$ cat config.mk
export PLATFORM = sky130hd
export DESIGN_NAME = mem_port_arbiter
export DESIGN_NICKNAME = d
export VERILOG_FILES = /design/src/rtl/mem_port_arbiter.sv
export SDC_FILE = /design/constraint.sdc
export NUM_CORES = 1
export LEC_CHECK = 0
export ABC_AREA = 1
export ABC_CLOCK_PERIOD_IN_PS = 4100
export CORE_MARGIN = 3
export CORE_UTILIZATION = 43
export DETAILED_ROUTE_END_ITERATION = 16
export PLACE_DENSITY = 0.92
export RECOVER_POWER = 100
export SETUP_SLACK_MARGIN = 0.1
export SLEW_MARGIN = 30
export SYNTH_ARGS = -nofsm -noshare
export SYNTH_HDL_FRONTEND = slang
export SYNTH_SLANG_ARGS = --single-unit
$ cat constraint.sdc
create_clock -name SYS_clk -period 4.1 [get_ports SYS_clk]
set_clock_uncertainty 0.1 [all_clocks]
set_input_delay 0.615 -clock SYS_clk [delete_from_list [all_inputs] [get_ports SYS_clk]]
set_output_delay 0.615 -clock SYS_clk [all_outputs]
set_load 0.02 [all_outputs]
$ cat src/rtl/mem_port_arbiter.sv
// mem_port_arbiter: shares one single-port memory between instruction fetch (IF) and
// data load/store (DM). One transaction in flight; DM has priority, bounded by a streak
// limit so fetch always makes progress. All outputs are registered.
// Optional macro ARB_TIMEOUT_EN: aborts a transaction stuck in ISSUE/WAIT for
// TIMEOUT_CYCLES cycles, pulsing err and returning zero data to the owner.
module mem_port_arbiter #(
  parameter int unsigned DATA_STREAK_MAX = 4,
  parameter int unsigned TIMEOUT_CYCLES  = 255
) (
  input  logic        SYS_clk,
  input  logic        SYS_reset,
  input  logic        if_req,
  input  logic [31:0] if_addr,
  output logic        if_gnt,
  output logic        if_rvalid,
  output logic [31:0] if_rdata,
  input  logic        dm_req,
  input  logic        dm_we,
  input  logic [1:0]  dm_len,
  input  logic        dm_signed,
  input  logic [31:0] dm_addr,
  input  logic [31:0] dm_wdata,
  output logic        dm_gnt,
  output logic        dm_rvalid,
  output logic [31:0] dm_rdata,
  output logic        mem_req,
  output logic        mem_we,
  output logic [1:0]  mem_len,
  output logic        mem_signed,
  output logic [31:0] mem_addr,
  output logic [31:0] mem_wdata,
  input  logic        mem_gnt,
  input  logic        mem_rvalid,
  input  logic [31:0] mem_rdata,
  output logic        busy,
  output logic        err
);

  typedef enum logic [1:0] {StIdle, StIssue, StWait} state_e;

  localparam logic [3:0] StreakMax = 4'(DATA_STREAK_MAX);

  state_e      state_q, state_d;
  logic        owner_q, owner_d;  // 1 = DM owns the transaction, 0 = IF
  logic [3:0]  streak_q, streak_d;
  logic        if_gnt_q, if_gnt_d, if_rvalid_q, if_rvalid_d;
  logic [31:0] if_rdata_q, if_rdata_d;
  logic        dm_gnt_q, dm_gnt_d, dm_rvalid_q, dm_rvalid_d;
  logic [31:0] dm_rdata_q, dm_rdata_d;
  logic        mem_req_q, mem_req_d, mem_we_q, mem_we_d, mem_signed_q, mem_signed_d;
  logic [1:0]  mem_len_q, mem_len_d;
  logic [31:0] mem_addr_q, mem_addr_d, mem_wdata_q, mem_wdata_d;
  logic        busy_q, busy_d;

`ifdef ARB_TIMEOUT_EN
  localparam logic [15:0] TmoLast = 16'(TIMEOUT_CYCLES - 1);
  logic [15:0] tmo_q, tmo_d;
  logic        err_q, err_d;
`endif

  // Next-state: arbitration in IDLE, handshake tracking in ISSUE/WAIT, optional abort.
  always_comb begin
    state_d      = state_q;
    owner_d      = owner_q;
    streak_d     = streak_q;
    if_gnt_d     = 1'b0;
    if_rvalid_d  = 1'b0;
    if_rdata_d   = '0;
    dm_gnt_d     = 1'b0;
    dm_rvalid_d  = 1'b0;
    dm_rdata_d   = '0;
    mem_req_d    = mem_req_q;
    mem_we_d     = mem_we_q;
    mem_len_d    = mem_len_q;
    mem_signed_d = mem_signed_q;
    mem_addr_d   = mem_addr_q;
    mem_wdata_d  = mem_wdata_q;
`ifdef ARB_TIMEOUT_EN
    tmo_d        = tmo_q;
    err_d        = 1'b0;
`endif

    unique case (state_q)
      StIdle: begin
        if (dm_req || if_req) begin
          state_d   = StIssue;
          mem_req_d = 1'b1;
`ifdef ARB_TIMEOUT_EN
          tmo_d     = '0;
`endif
          if (dm_req && (!if_req || streak_q != StreakMax)) begin
            owner_d      = 1'b1;
            dm_gnt_d     = 1'b1;
            mem_we_d     = dm_we;
            mem_len_d    = (dm_len == 2'b00) ? 2'b11 : dm_len;
            mem_signed_d = dm_signed;
            mem_addr_d   = dm_addr;
            mem_wdata_d  = dm_wdata;
            // Streak only counts DM wins that made a waiting fetch wait longer.
            if (if_req) begin
              streak_d = (streak_q == 4'hF) ? streak_q : streak_q + 4'd1;
            end else begin
              streak_d = '0;
            end
          end else begin
            owner_d      = 1'b0;
            if_gnt_d     = 1'b1;
            mem_we_d     = 1'b0;
            mem_len_d    = 2'b11;
            mem_signed_d = 1'b0;
            mem_addr_d   = if_addr & 32'hFFFF_FFFC;
            mem_wdata_d  = '0;
            streak_d     = '0;
          end
        end
      end
      StIssue: begin
        if (mem_gnt) begin
          mem_req_d = 1'b0;
          state_d   = StWait;
        end
      end
      StWait: begin
        if (mem_rvalid) begin
          state_d = StIdle;
          if (owner_q) begin
            dm_rvalid_d = 1'b1;
            dm_rdata_d  = mem_we_q ? 32'h0 : mem_rdata;
          end else begin
            if_rvalid_d = 1'b1;
            if_rdata_d  = mem_rdata;
          end
        end
      end
      default: begin
        state_d   = StIdle;
        mem_req_d = 1'b0;
      end
    endcase

`ifdef ARB_TIMEOUT_EN
    if (state_q != StIdle) begin
      tmo_d = tmo_q + 16'd1;
      // A completion arriving in the last allowed cycle wins over the abort.
      if (tmo_q == TmoLast && !(state_q == StWait && mem_rvalid)) begin
        state_d   = StIdle;
        mem_req_d = 1'b0;
        err_d     = 1'b1;
        if (owner_q) begin
          dm_rvalid_d = 1'b1;
          dm_rdata_d  = '0;
        end else begin
          if_rvalid_d = 1'b1;
          if_rdata_d  = '0;
        end
      end
    end
`endif

    busy_d = (state_d != StIdle);
  end

  // State and registered outputs; reset drops any transaction in flight.
  always_ff @(posedge SYS_clk or negedge SYS_reset) begin
    if (!SYS_reset) begin
      state_q      <= StIdle;
      owner_q      <= 1'b0;
      streak_q     <= '0;
      if_gnt_q     <= 1'b0;
      if_rvalid_q  <= 1'b0;
      if_rdata_q   <= '0;
      dm_gnt_q     <= 1'b0;
      dm_rvalid_q  <= 1'b0;
      dm_rdata_q   <= '0;
      mem_req_q    <= 1'b0;
      mem_we_q     <= 1'b0;
      mem_len_q    <= '0;
      mem_signed_q <= 1'b0;
      mem_addr_q   <= '0;
      mem_wdata_q  <= '0;
      busy_q       <= 1'b0;
`ifdef ARB_TIMEOUT_EN
      tmo_q        <= '0;
      err_q        <= 1'b0;
`endif
    end else begin
      state_q      <= state_d;
      owner_q      <= owner_d;
      streak_q     <= streak_d;
      if_gnt_q     <= if_gnt_d;
      if_rvalid_q  <= if_rvalid_d;
      if_rdata_q   <= if_rdata_d;
      dm_gnt_q     <= dm_gnt_d;
      dm_rvalid_q  <= dm_rvalid_d;
      dm_rdata_q   <= dm_rdata_d;
      mem_req_q    <= mem_req_d;
      mem_we_q     <= mem_we_d;
      mem_len_q    <= mem_len_d;
      mem_signed_q <= mem_signed_d;
      mem_addr_q   <= mem_addr_d;
      mem_wdata_q  <= mem_wdata_d;
      busy_q       <= busy_d;
`ifdef ARB_TIMEOUT_EN
      tmo_q        <= tmo_d;
      err_q        <= err_d;
`endif
    end
  end

  assign if_gnt     = if_gnt_q;
  assign if_rvalid  = if_rvalid_q;
  assign if_rdata   = if_rdata_q;
  assign dm_gnt     = dm_gnt_q;
  assign dm_rvalid  = dm_rvalid_q;
  assign dm_rdata   = dm_rdata_q;
  assign mem_req    = mem_req_q;
  assign mem_we     = mem_we_q;
  assign mem_len    = mem_len_q;
  assign mem_signed = mem_signed_q;
  assign mem_addr   = mem_addr_q;
  assign mem_wdata  = mem_wdata_q;
  assign busy       = busy_q;
`ifdef ARB_TIMEOUT_EN
  assign err        = err_q;
`else
  // No timeout hardware: constant 0 for every legal TIMEOUT_CYCLES (1..65535).
  assign err        = (TIMEOUT_CYCLES == 0);
`endif

endmodule

==> metrics.md, run 1 <==
| Metric | Value |
|---|---|
| Leak Pwr | `4.66 nW` |
| Yosys warnings | `0` |
| Largest net degree at the start of global routing | `108` |
| RSZ-0062 raised after global routing | `false` |
| Min-delay src | `owner_q` |
| Dpl hpwl | `11800 um` |
| Antenna violations before repair | `2` |
| Hold_buf cts | `0` |
| DIE HEIGHT | `118 um` |
| Root cell of the clock tree | `clkbuf_16` |
| Most common cell in the netlist | `nand2_1` |
| Share of cells above drive strength 1 | `4.98%` |
| Maximum VDD drop | `0.000579 V` |
| Post-synthesis instance total | `561` |
| Clock slew at reported path FFs | `0.06 ns` |
| Hold Path Class | `flip-flop to flip-flop` |
| Grt ovf | `0` |
| Final setup violation count | `0` |
| Iteration-0 DRC Markers | `401` |
| Kind of cell adding the most delay to the critical path | `buffers and inverters` |
| TritonCTS clock tree | `built` |
| Synth top area cells | `dfrtp_1, nand2_1, nand3_1` |
| CP max stage delay | `1.06 ns` |
| Crit path from | `dm_req` |
| Netlist Area Pre-Place | `0.00536 mm^2` |
| Distinct cell type count after synthesis | `21` |
| Post-synth top flop | `dfrtp_1` |
| CP max stage cell | `clkbuf_2` |
| Nature of the critical path endpoint | `flip-flop` |
| Worst Path Required | `4.35 ns` |
| Relative slew slack | `-69.7%` |
| Top cell type by total area after synthesis | `dfrtp_1` |
| Initial Util | `44.2%` |
| Number of flops mapped to enable cells by yosys | `0` |
| CTS resizes | `0` |
| Post-layout min period | `2.94 ns` |
| Gpl congestion | `0.809` |
| Slew Limit Fails | `108` |
| H-tree levels | `4` |
| Nets | `970` |
| Antenna viol nets, final | `0` |
| Post-synth ARST share | `100%` |
| Router iterations before antenna repair | `4` |
| Outcome | `finished, violations left` |
| First-pass GRT wire length | `27100 um` |
| Fin Setup TNS | `0 ns` |
| Vias/cell | `4.82` |
| PortBufs | `273` |
| Critical-path cell list | `dlygate4sd3_1 -> nor2_1 -> nor2_4 -> inv_1 -> nor2_4 -> clkbuf_2 -> nand2_1 -> nand2_1` |
| Die W | `118 um` |
| Core Rows | `40` |
| Setup CP Type | `input port to flip-flop` |
| Failing checks | `max-capacitance violations, max-slew violations` |
| Post-CTS setup buffers | `0` |
| CTS buffer count | `17` |
| Final period utilization | `71.7%` |
| # IOs | `277` |
| Syn_nets | `701` |
| Clk sink count | `145` |
| CP bufs+invs | `3` |
| Synth Register Bits | `145` |
| CORE AREA | `0.0121 mm^2` |
| Bufs on Longest Clock Path | `2` |
| Max FO, Critical Path | `70` |
| Area share of the largest cell type after synthesis | `67.7%` |
| Worst slew pin tran | `2.54 ns` |
| Critical Path Source Type | `input port` |
| Skew-Pair Late Insertion Delay | `0.41 ns` |
| Power Density | `645 mW/mm^2` |
| WL per Instance | `17.1 um` |
| Worst EP arrival | `3.19 ns` |
| DRC | `0` |
| Final core utilization | `73.2%` |
| RR Startpoint | `streak_q[0]` |
| Area added between synthesis and finish | `65.4%` |
| GRT Total Usage | `25.4%` |
| Synthesized area per cell | `9.55 um^2` |
| Vias in the first global route | `5101` |
| Final hold vios | `0` |
| Achievable clock frequency | `340 MHz` |
| Post-synthesis sequential area ratio | `67.7%` |
| Post-Route WL | `17300 um` |
| Synth top cells by count | `nand2_1, dfrtp_1, nor2_1` |
| Vias | `4882` |
| MaxCap Viol Count | `1` |
| Die ar. | `0.0138 mm^2` |
[power breakdown]
part | internal, mW | leakage, nW | total [mW] | switching, mW
Sequential | 1.81 | 1.92 | 2.00 | 0.184
Clock | 1.04 | 0.313 | 1.65 | 0.608
Combinational | 0.827 | 2.43 | 2.07 | 1.24
Total | 3.69 | 4.66 | 5.72 | 2.03
[cell usage in the layout (no fill, tap or decap), drive strengths merged]
master / synthesis / final
nand2: 183 / 183
dfrtp: 145 / 145
dlygate4sd3: 0 / 141
clkdlybuf4s50: 0 / 131
nor2: 71 / 71
nand3: 65 / 65
inv: 46 / 50
clkbuf: 14 / 20
nand4: 7 / 7
buf: 15 / 5
clkinv: 0 / 5
bufinv: 0 / 4
o21ai: 3 / 3
a21oi: 3 / 3
nor3: 2 / 2
ha: 2 / 2
diode: 0 / 1
o31ai: 1 / 1
or2: 1 / 1
o21bai: 1 / 1
xor2: 1 / 1
conb: 1 / 1
clkinvlp: 0 / 1
[final timing paths]
check | cells past startpoint | end | slack, ns
worst max-delay path | 8 | mem_wdata[31] | 1.16
min in group asynchronous | 1 | dm_rdata[10] | 0.88
worst min-delay path | 1 | if_rvalid | 0.36
worst max register to register | 8 | mem_wdata[31] | 1.44
max in group asynchronous | 1 | mem_wdata[5] | 1.53
worst min register to register | 1 | if_rvalid | 0.36
[final cells by class]
class,instances,area [um^2]
sequential,145,3630
fill,795,3250
timing repair buffer,279,2770
multi-input combinational,341,1440
clock buffer,18,439
tap,168,210
clock inverter,14,201
inverter,46,173
antenna,1,2.50
[logic make-up after synthesis]
logic type,count (synthesis),share of synthesized area (%)
fa+ha+maj,2,0.467
simple gates,329,25.1
xor+xnor,1,0.164
buf+inv,75,5.65
compound gates,8,0.841
flops,145,67.7
other cells,1,0.0700
[worst register-to-register path, delay by kind of cell, from the launching register on]
| kind | cells | cell delay [ns] |
|---|---|---|
| buffers and inverters | 2 | 1.15 |
| and+or+nand+nor | 5 | 0.71 |
| adders and majority gates | 1 | 0.24 |
| DFF | 1 | 0.41 |
[through the flow]
| step | hold WS (ns) | instance area [um^2] | worst slack, ns | total power [mW] | std cells |
|---|---|---|---|---|---|
| 6_report | 0.363 | 8860 | 1.16 | 5.72 | 1012 |
| 2_1_floorplan | 0.219 | 5360 | 2.57 | 3.10 | 561 |
| 5_1_grt | 0.379 | 8860 | 0.997 | 6.00 | 1011 |
| 3_3_place_gp | 0.339 | 8230 | 1.43 | 4.15 | 979 |
| 3_5_place_dp | 0.358 | 8230 | 1.44 | 4.22 | 979 |
| 4_1_cts | 0.238 | 8870 | 1.87 | 5.91 | 1011 |
[layer usage]
layer / vias to the layer above / global-route usage, % / part of all wire (%)
li1: 2271 / - / -
met1: 2346 / 27.9 / 37
met2: 237 / 42.3 / 49
met3: 26 / 13.3 / 12
met4: 2 / 8.50 / 1.6
met5: - / 0 / 0.046
[registers in the layout (all words and copies together) (netlist names), 2 cells and up]
signal     flops
streak_q       4
mem_len        2
if_rdata      32
mem_wdata     32
state_q        2
dm_rdata      32
mem_addr      32
(Power assumes the default switching activity.)
==> run 2, diff against run 1 <==
--- a/config.mk
+++ b/config.mk
@@ -6,11 +6,11 @@
 export NUM_CORES = 1
 export LEC_CHECK = 0
 export ABC_AREA = 1
-export ABC_CLOCK_PERIOD_IN_PS = 4100
+export ABC_CLOCK_PERIOD_IN_PS = 2610
 export CORE_MARGIN = 3
-export CORE_UTILIZATION = 43
+export CORE_UTILIZATION = 36
 export DETAILED_ROUTE_END_ITERATION = 16
-export PLACE_DENSITY = 0.92
+export PLACE_DENSITY = 0.83
 export RECOVER_POWER = 100
 export SETUP_SLACK_MARGIN = 0.1
 export SLEW_MARGIN = 30
==> constraint.sdc (replaced) <==
create_clock -name SYS_clk -period 2.61 [get_ports SYS_clk]
set_clock_uncertainty 0.1 [all_clocks]
set_input_delay 0.3915 -clock SYS_clk [delete_from_list [all_inputs] [get_ports SYS_clk]]
set_output_delay 0.3915 -clock SYS_clk [all_outputs]
set_load 0.02 [all_outputs]
==> run 2 against run 1 <==
  * The run now ends clean
  * Die area is 18% higher
  * Clock-buffer cell count stayed put
  * Final cell count is 1.6% higher
  * Utilization is 11 points lower
  * Hold slack worse by 0.0074 ns
  * Clock power is 43% higher
  * Critical path depth stayed put
  * Critical endpoint is now mem_addr[19]
  * Sequential share of layout area hardly changed
  * Global-route usage is 5.2 points lower
  * Via count is 2.7% lower
  * Non-clock buffer count is 6 higher
  * First-iteration DRC count is 52% lower
==> metrics.md, run 2 (synthesis gave the netlist of run 1 again) <==
| Metric | Value |
|---|---|
| Core Rows | `43` |
| Dpl hpwl | `11800 um` |
| # diodes | `0` |
| CORE AREA | `0.0142 mm^2` |
| Leak Pwr | `4.66 nW` |
| Non-filler cells in the finished layout | `1028` |
| # IOs | `277` |
| RR Startpoint | `streak_q[0]` |
| Kind of cell adding the most delay to the critical path | `buffers and inverters` |
| Die ar. | `0.0164 mm^2` |
| Leading cell type in the layout, fill and taps excluded | `nand2_1` |
| Final hold vios | `0` |
| Post-layout min period | `2.07 ns` |
| Outcome | `finished clean` |
| CP max stage delay | `0.57 ns` |
| Router iterations before antenna repair | `4` |
| GRT Total Usage | `20.2%` |
| Worst Path Required | `2.85 ns` |
| Post-Route WL | `16100 um` |
| Max FO, Critical Path | `33` |
| Hold slack final | `0.355 ns` |
| Die W | `128 um` |
| PortBufs | `273` |
| TritonCTS clock tree | `built` |
| FF-to-FF setup slack | `0.54 ns` |
| Vias/cell | `4.62` |
| MaxCap Viol Count | `0` |
| Worst EP arrival | `2.31 ns` |
| Root cell of the clock tree | `clkbuf_16` |
| Iteration-0 DRC Markers | `191` |
| H-tree levels | `4` |
| RSZ-0062 raised after global routing | `false` |
| Post-route cell area | `0.00886 mm^2` |
| Nets | `976` |
| Slew Limit Fails | `0` |
| FF-to-FF End | `mem_addr[19]` |
| Commonest cells after routing, fill and taps aside | `nand2_1, dfrtp_1, dlygate4sd3_1` |
| CTS buffer count | `17` |
| Post-CTS setup buffers | `0` |
| Antenna viol nets, final | `0` |
| Crit path from | `streak_q[0]` |
| Cells after DPL | `996` |
| Area post-placement | `0.00830 mm^2` |
| Critical-path cell list | `inv_1 -> ha_1 -> nand4_1 -> nand2_1 -> nor2_4 -> clkbuf_2 -> nand2_1 -> nand3_1` |
| Setup CP Type | `flip-flop to flip-flop` |
| Power Density | `981 mW/mm^2` |
| Clk sink count | `145` |
| Nature of the critical path endpoint | `flip-flop` |
| Hold Path Class | `flip-flop to flip-flop` |
| Final period utilization | `79.4%` |
| Worst slew pin tran | `0.978 ns` |
| Critical path depth in cells | `8` |
| First-pass GRT wire length | `25400 um` |
| Largest net degree at the start of global routing | `69` |
| DRC | `0` |
| Initial Util | `37.7%` |
| CP max stage cell | `clkbuf_2` |
| Vias in the first global route | `4992` |
| Clock slew at reported path FFs | `0.06 ns` |
| WL per Instance | `15.7 um` |
| Most used cell, CP | `nand2_1` |
| Fin Setup TNS | `0 ns` |
| Relative slew slack | `34.8%` |
| DIE HEIGHT | `128 um` |
| CP bufs+invs | `2` |
| Critical Path Source Type | `flip-flop` |
| Gpl congestion | `0.840` |
| Cells on worst reg2reg path | `8` |
| Share of cells above drive strength 1 | `5.42%` |
| Area added between synthesis and finish | `65.5%` |
| Antenna violations before repair | `0` |
| Vias | `4749` |
| Final setup violation count | `0` |
| Skew-Pair Late Insertion Delay | `0.41 ns` |
| Setup crit end | `mem_addr[19]` |
| Bufs on Longest Clock Path | `2` |
| Achievable clock frequency | `482 MHz` |
| Grt ovf | `0` |
| Maximum VDD drop | `0.000449 V` |
| Final core utilization | `62.4%` |
-- run 2: changes by cell type in the layout (fill, tap and decap cells not counted), moves of 2 or more --
cell / change
clkinv_2: +2
clkinvlp_4: +2
clkbuf_2: +2
bufinv_16: -2
buf_4: +2
clkdlybuf4s50_1: +2
-- run 2: where the power goes --
group / leakage (nW) / internal (mW) / switching (mW)
logic: 2.46 / 1.31 / 1.90
clock network: 0.278 / 1.43 / 0.934
registers: 1.92 / 2.85 / 0.278
total: 4.66 / 5.58 / 3.11
-- run 2: timing repair --
item,in CTS,in global routing
hold buffers,1,0
resized for setup,0,0
endpoints found under the hold margin,36,0
setup endpoints to repair,0,0
-- run 2: worst min path at each step --
stage	from	to	depth (start not counted)	slack, ns
finish	owner_q	if_rvalid	1	0.36
detailed placement	SYS_reset	mem_wdata[19]	1	0.22
global placement	SYS_reset	mem_addr[3]	1	0.21
global route	owner_q	if_rvalid	1	0.39
floorplan	SYS_reset	busy	0	-0.004
CTS	owner_q	if_rvalid	1	0.36
-- run 2: final cells by class --
cell class / instances / area [um^2]
multi-input combinational: 341 / 1440
tap: 180 / 225
clock inverter: 13 / 138
sequential: 145 / 3630
inverter: 46 / 173
clock buffer: 18 / 439
fill: 1146 / 5340
timing repair buffer: 285 / 2830
-- run 2: through the flow --
step | setup slack [ns] | total power, mW
after floorplan | 1.13 | 4.87
after global placement | 0.424 | 6.57
after detailed placement | 0.389 | 6.67
after CTS | 0.650 | 9.07
after global routing | 0.309 | 9.23
final | 0.537 | 8.69
-- run 2: routing by layer --
| layer | vias up | global-route usage (%) | part of all wire (%) |
|---|---|---|---|
| li1 | 2275 | - | - |
| met1 | 2232 | 21.2 | 36 |
| met2 | 225 | 34.0 | 49 |
| met3 | 17 | 11.8 | 14 |
| met4 | 0 | 6.18 | 1.4 |
| met5 | - | 0 | 0 |
==> run 3, diff against run 2 <==
--- a/config.mk
+++ b/config.mk
@@ -6,11 +6,11 @@
 export NUM_CORES = 1
 export LEC_CHECK = 0
 export ABC_AREA = 1
-export ABC_CLOCK_PERIOD_IN_PS = 2610
+export ABC_CLOCK_PERIOD_IN_PS = 2100
 export CORE_MARGIN = 3
-export CORE_UTILIZATION = 36
+export CORE_UTILIZATION = 40
 export DETAILED_ROUTE_END_ITERATION = 16
-export PLACE_DENSITY = 0.83
+export PLACE_DENSITY = 0.87
 export RECOVER_POWER = 100
 export SETUP_SLACK_MARGIN = 0.1
 export SLEW_MARGIN = 30
==> constraint.sdc (replaced) <==
create_clock -name SYS_clk -period 2.1 [get_ports SYS_clk]
set_clock_uncertainty 0.1 [all_clocks]
set_input_delay 0.315 -clock SYS_clk [delete_from_list [all_inputs] [get_ports SYS_clk]]
set_output_delay 0.315 -clock SYS_clk [all_outputs]
set_load 0.02 [all_outputs]
==> run 3 against run 2 <==
  * Flip-flop and latch count unchanged
  * Hold slack worse by 0.022 ns
  * Routed wire length grew 4.9%
  * Largest cell class unchanged
  * Die area is 9.5% lower
  * Sequential power is 25% higher
  * Largest power group unchanged
  * Total power is 28% higher
  * Register-to-register slack lost 0.33 ns
  * Setup slack lost 0.34 ns
==> metrics.md, run 3 (synthesis gave the netlist of run 1 again) <==
| Metric | Value |
|---|---|
| Overall power | `11.1 mW` |
| Post-Route WL | `16900 um` |
| Outcome | `finished clean` |
| Antenna viol nets, final | `0` |
| Commonest cells after routing, fill and taps aside | `nand2_1, dfrtp_1, dlygate4sd3_1` |
| H-tree levels | `4` |
| # diodes | `0` |
| Maximum VDD drop | `0.000690 V` |
| Dpl hpwl | `12000 um` |
| Power Density | `1240 mW/mm^2` |
| Final Worst Setup Slack | `0.193 ns` |
| Final period utilization | `90.8%` |
| Antenna violations before repair | `0` |
| Largest net degree at the start of global routing | `62` |
| Core Rows | `41` |
| WL per Instance | `16.5 um` |
| Clk sink count | `145` |
| Fin Setup TNS | `0 ns` |
| FF-to-FF setup slack | `0.21 ns` |
| First-pass GRT wire length | `26100 um` |
| Nets | `978` |
| Hold Path Class | `input port to flip-flop` |
| GRT Total Usage | `23.2%` |
| Initial Util | `41.6%` |
| Worst EP arrival | `1.49 ns` |
| Post-CTS setup buffers | `0` |
| Leading cell type in the layout, fill and taps excluded | `nand2_1` |
| Vias in the first global route | `4967` |
| TritonCTS clock tree | `built` |
| Final hold vios | `0` |
| Hold slack final | `0.333 ns` |
| Iteration-0 DRC Markers | `341` |
| Worst Path Required | `1.68 ns` |
| Post-route cell area | `0.00896 mm^2` |
| Vias/cell | `4.71` |
| CTS resizes | `0` |
| RSZ-0062 raised after global routing | `false` |
| DIE HEIGHT | `122 um` |
| Grt ovf | `0` |
| Hold_buf cts | `1` |
| Vias | `4817` |
| DP Worst Slack | `0.0717 ns` |
| Leak Pwr | `4.70 nW` |
| Slew Limit Fails | `0` |
| Max FO, Critical Path | `2` |
| Achievable clock frequency | `524 MHz` |
| # IOs | `277` |
| Critical Path Source Type | `flip-flop` |
| Clock slew at reported path FFs | `0.06 ns` |
| Router iterations before antenna repair | `4` |
| PortBufs | `273` |
| Area added between synthesis and finish | `67.2%` |
| Die ar. | `0.0148 mm^2` |
| Relative slew slack | `42.5%` |
| CORE AREA | `0.0129 mm^2` |
| Die W | `122 um` |
| CP bufs+invs | `1` |
| MaxCap Viol Count | `0` |
| Nature of the critical path endpoint | `output pin` |
| Share of cells above drive strength 1 | `5.52%` |
| Bufs on Longest Clock Path | `2` |
| CP max stage cell | `dlygate4sd3_1` |
| Root cell of the clock tree | `clkbuf_16` |
| CP max stage delay | `0.75 ns` |
| Setup CP Type | `flip-flop to output pin` |
| DRC | `0` |
| Gpl congestion | `0.810` |
| Final setup violation count | `0` |
| Worst slew pin tran | `0.862 ns` |
| Post-layout min period | `1.91 ns` |
| Kind of cell adding the most delay to the critical path | `buffers and inverters` |
| Area post-placement | `0.00840 mm^2` |
| Critical-path cell list | `dlygate4sd3_1` |
| CTS buffer count | `17` |
| Skew-Pair Late Insertion Delay | `0.41 ns` |
## run 3: per-stage QoR
step | std cells | util (%)
3_5_place_dp | 990 | 65.2
4_1_cts | 1023 | 70.0
5_1_grt | 1023 | 69.6
3_3_place_gp | 990 | 65.2
2_1_floorplan | 561 | -
6_report | 1023 | 69.6
## run 3: area by class of cell
| type | count | area (um^2) |
|---|---|---|
| Clock buffer | 20 | 457 |
| Clock inverter | 12 | 154 |
| Fill cell | 906 | 3920 |
| Inverter | 46 | 173 |
| Multi-Input combinational cell | 341 | 1440 |
| Sequential cell | 145 | 3630 |
| Tap cell | 172 | 215 |
| Timing Repair Buffer | 287 | 2900 |
## run 3: worst paths after layout
path	startpoint	end	cells after the start
min	dm_wdata[29]	mem_wdata[29]	3
max reg2reg	state_q[0]	if_rdata[12]	6
max in group asynchronous	SYS_reset	mem_addr[8]	3
min reg2reg	owner_q	if_rvalid	1
max	mem_we	mem_we	1
min in group asynchronous	SYS_reset	mem_wdata[22]	2
## run 3: routing by layer
metal	track usage [%]	vias up	share of wire [%]
met4	9.45	0	3.1
met1	24.6	2264	35
met2	39.4	232	49
li1	-	2282	-
met5	0	-	0
met3	11.4	39	12
## run 3: report_power, final
| group | internal, mW | switching, mW |
|---|---|---|
| sequential | 3.54 | 0.372 |
| combinational | 1.68 | 2.42 |
| clock | 1.94 | 1.15 |
| total | 7.16 | 3.94 |
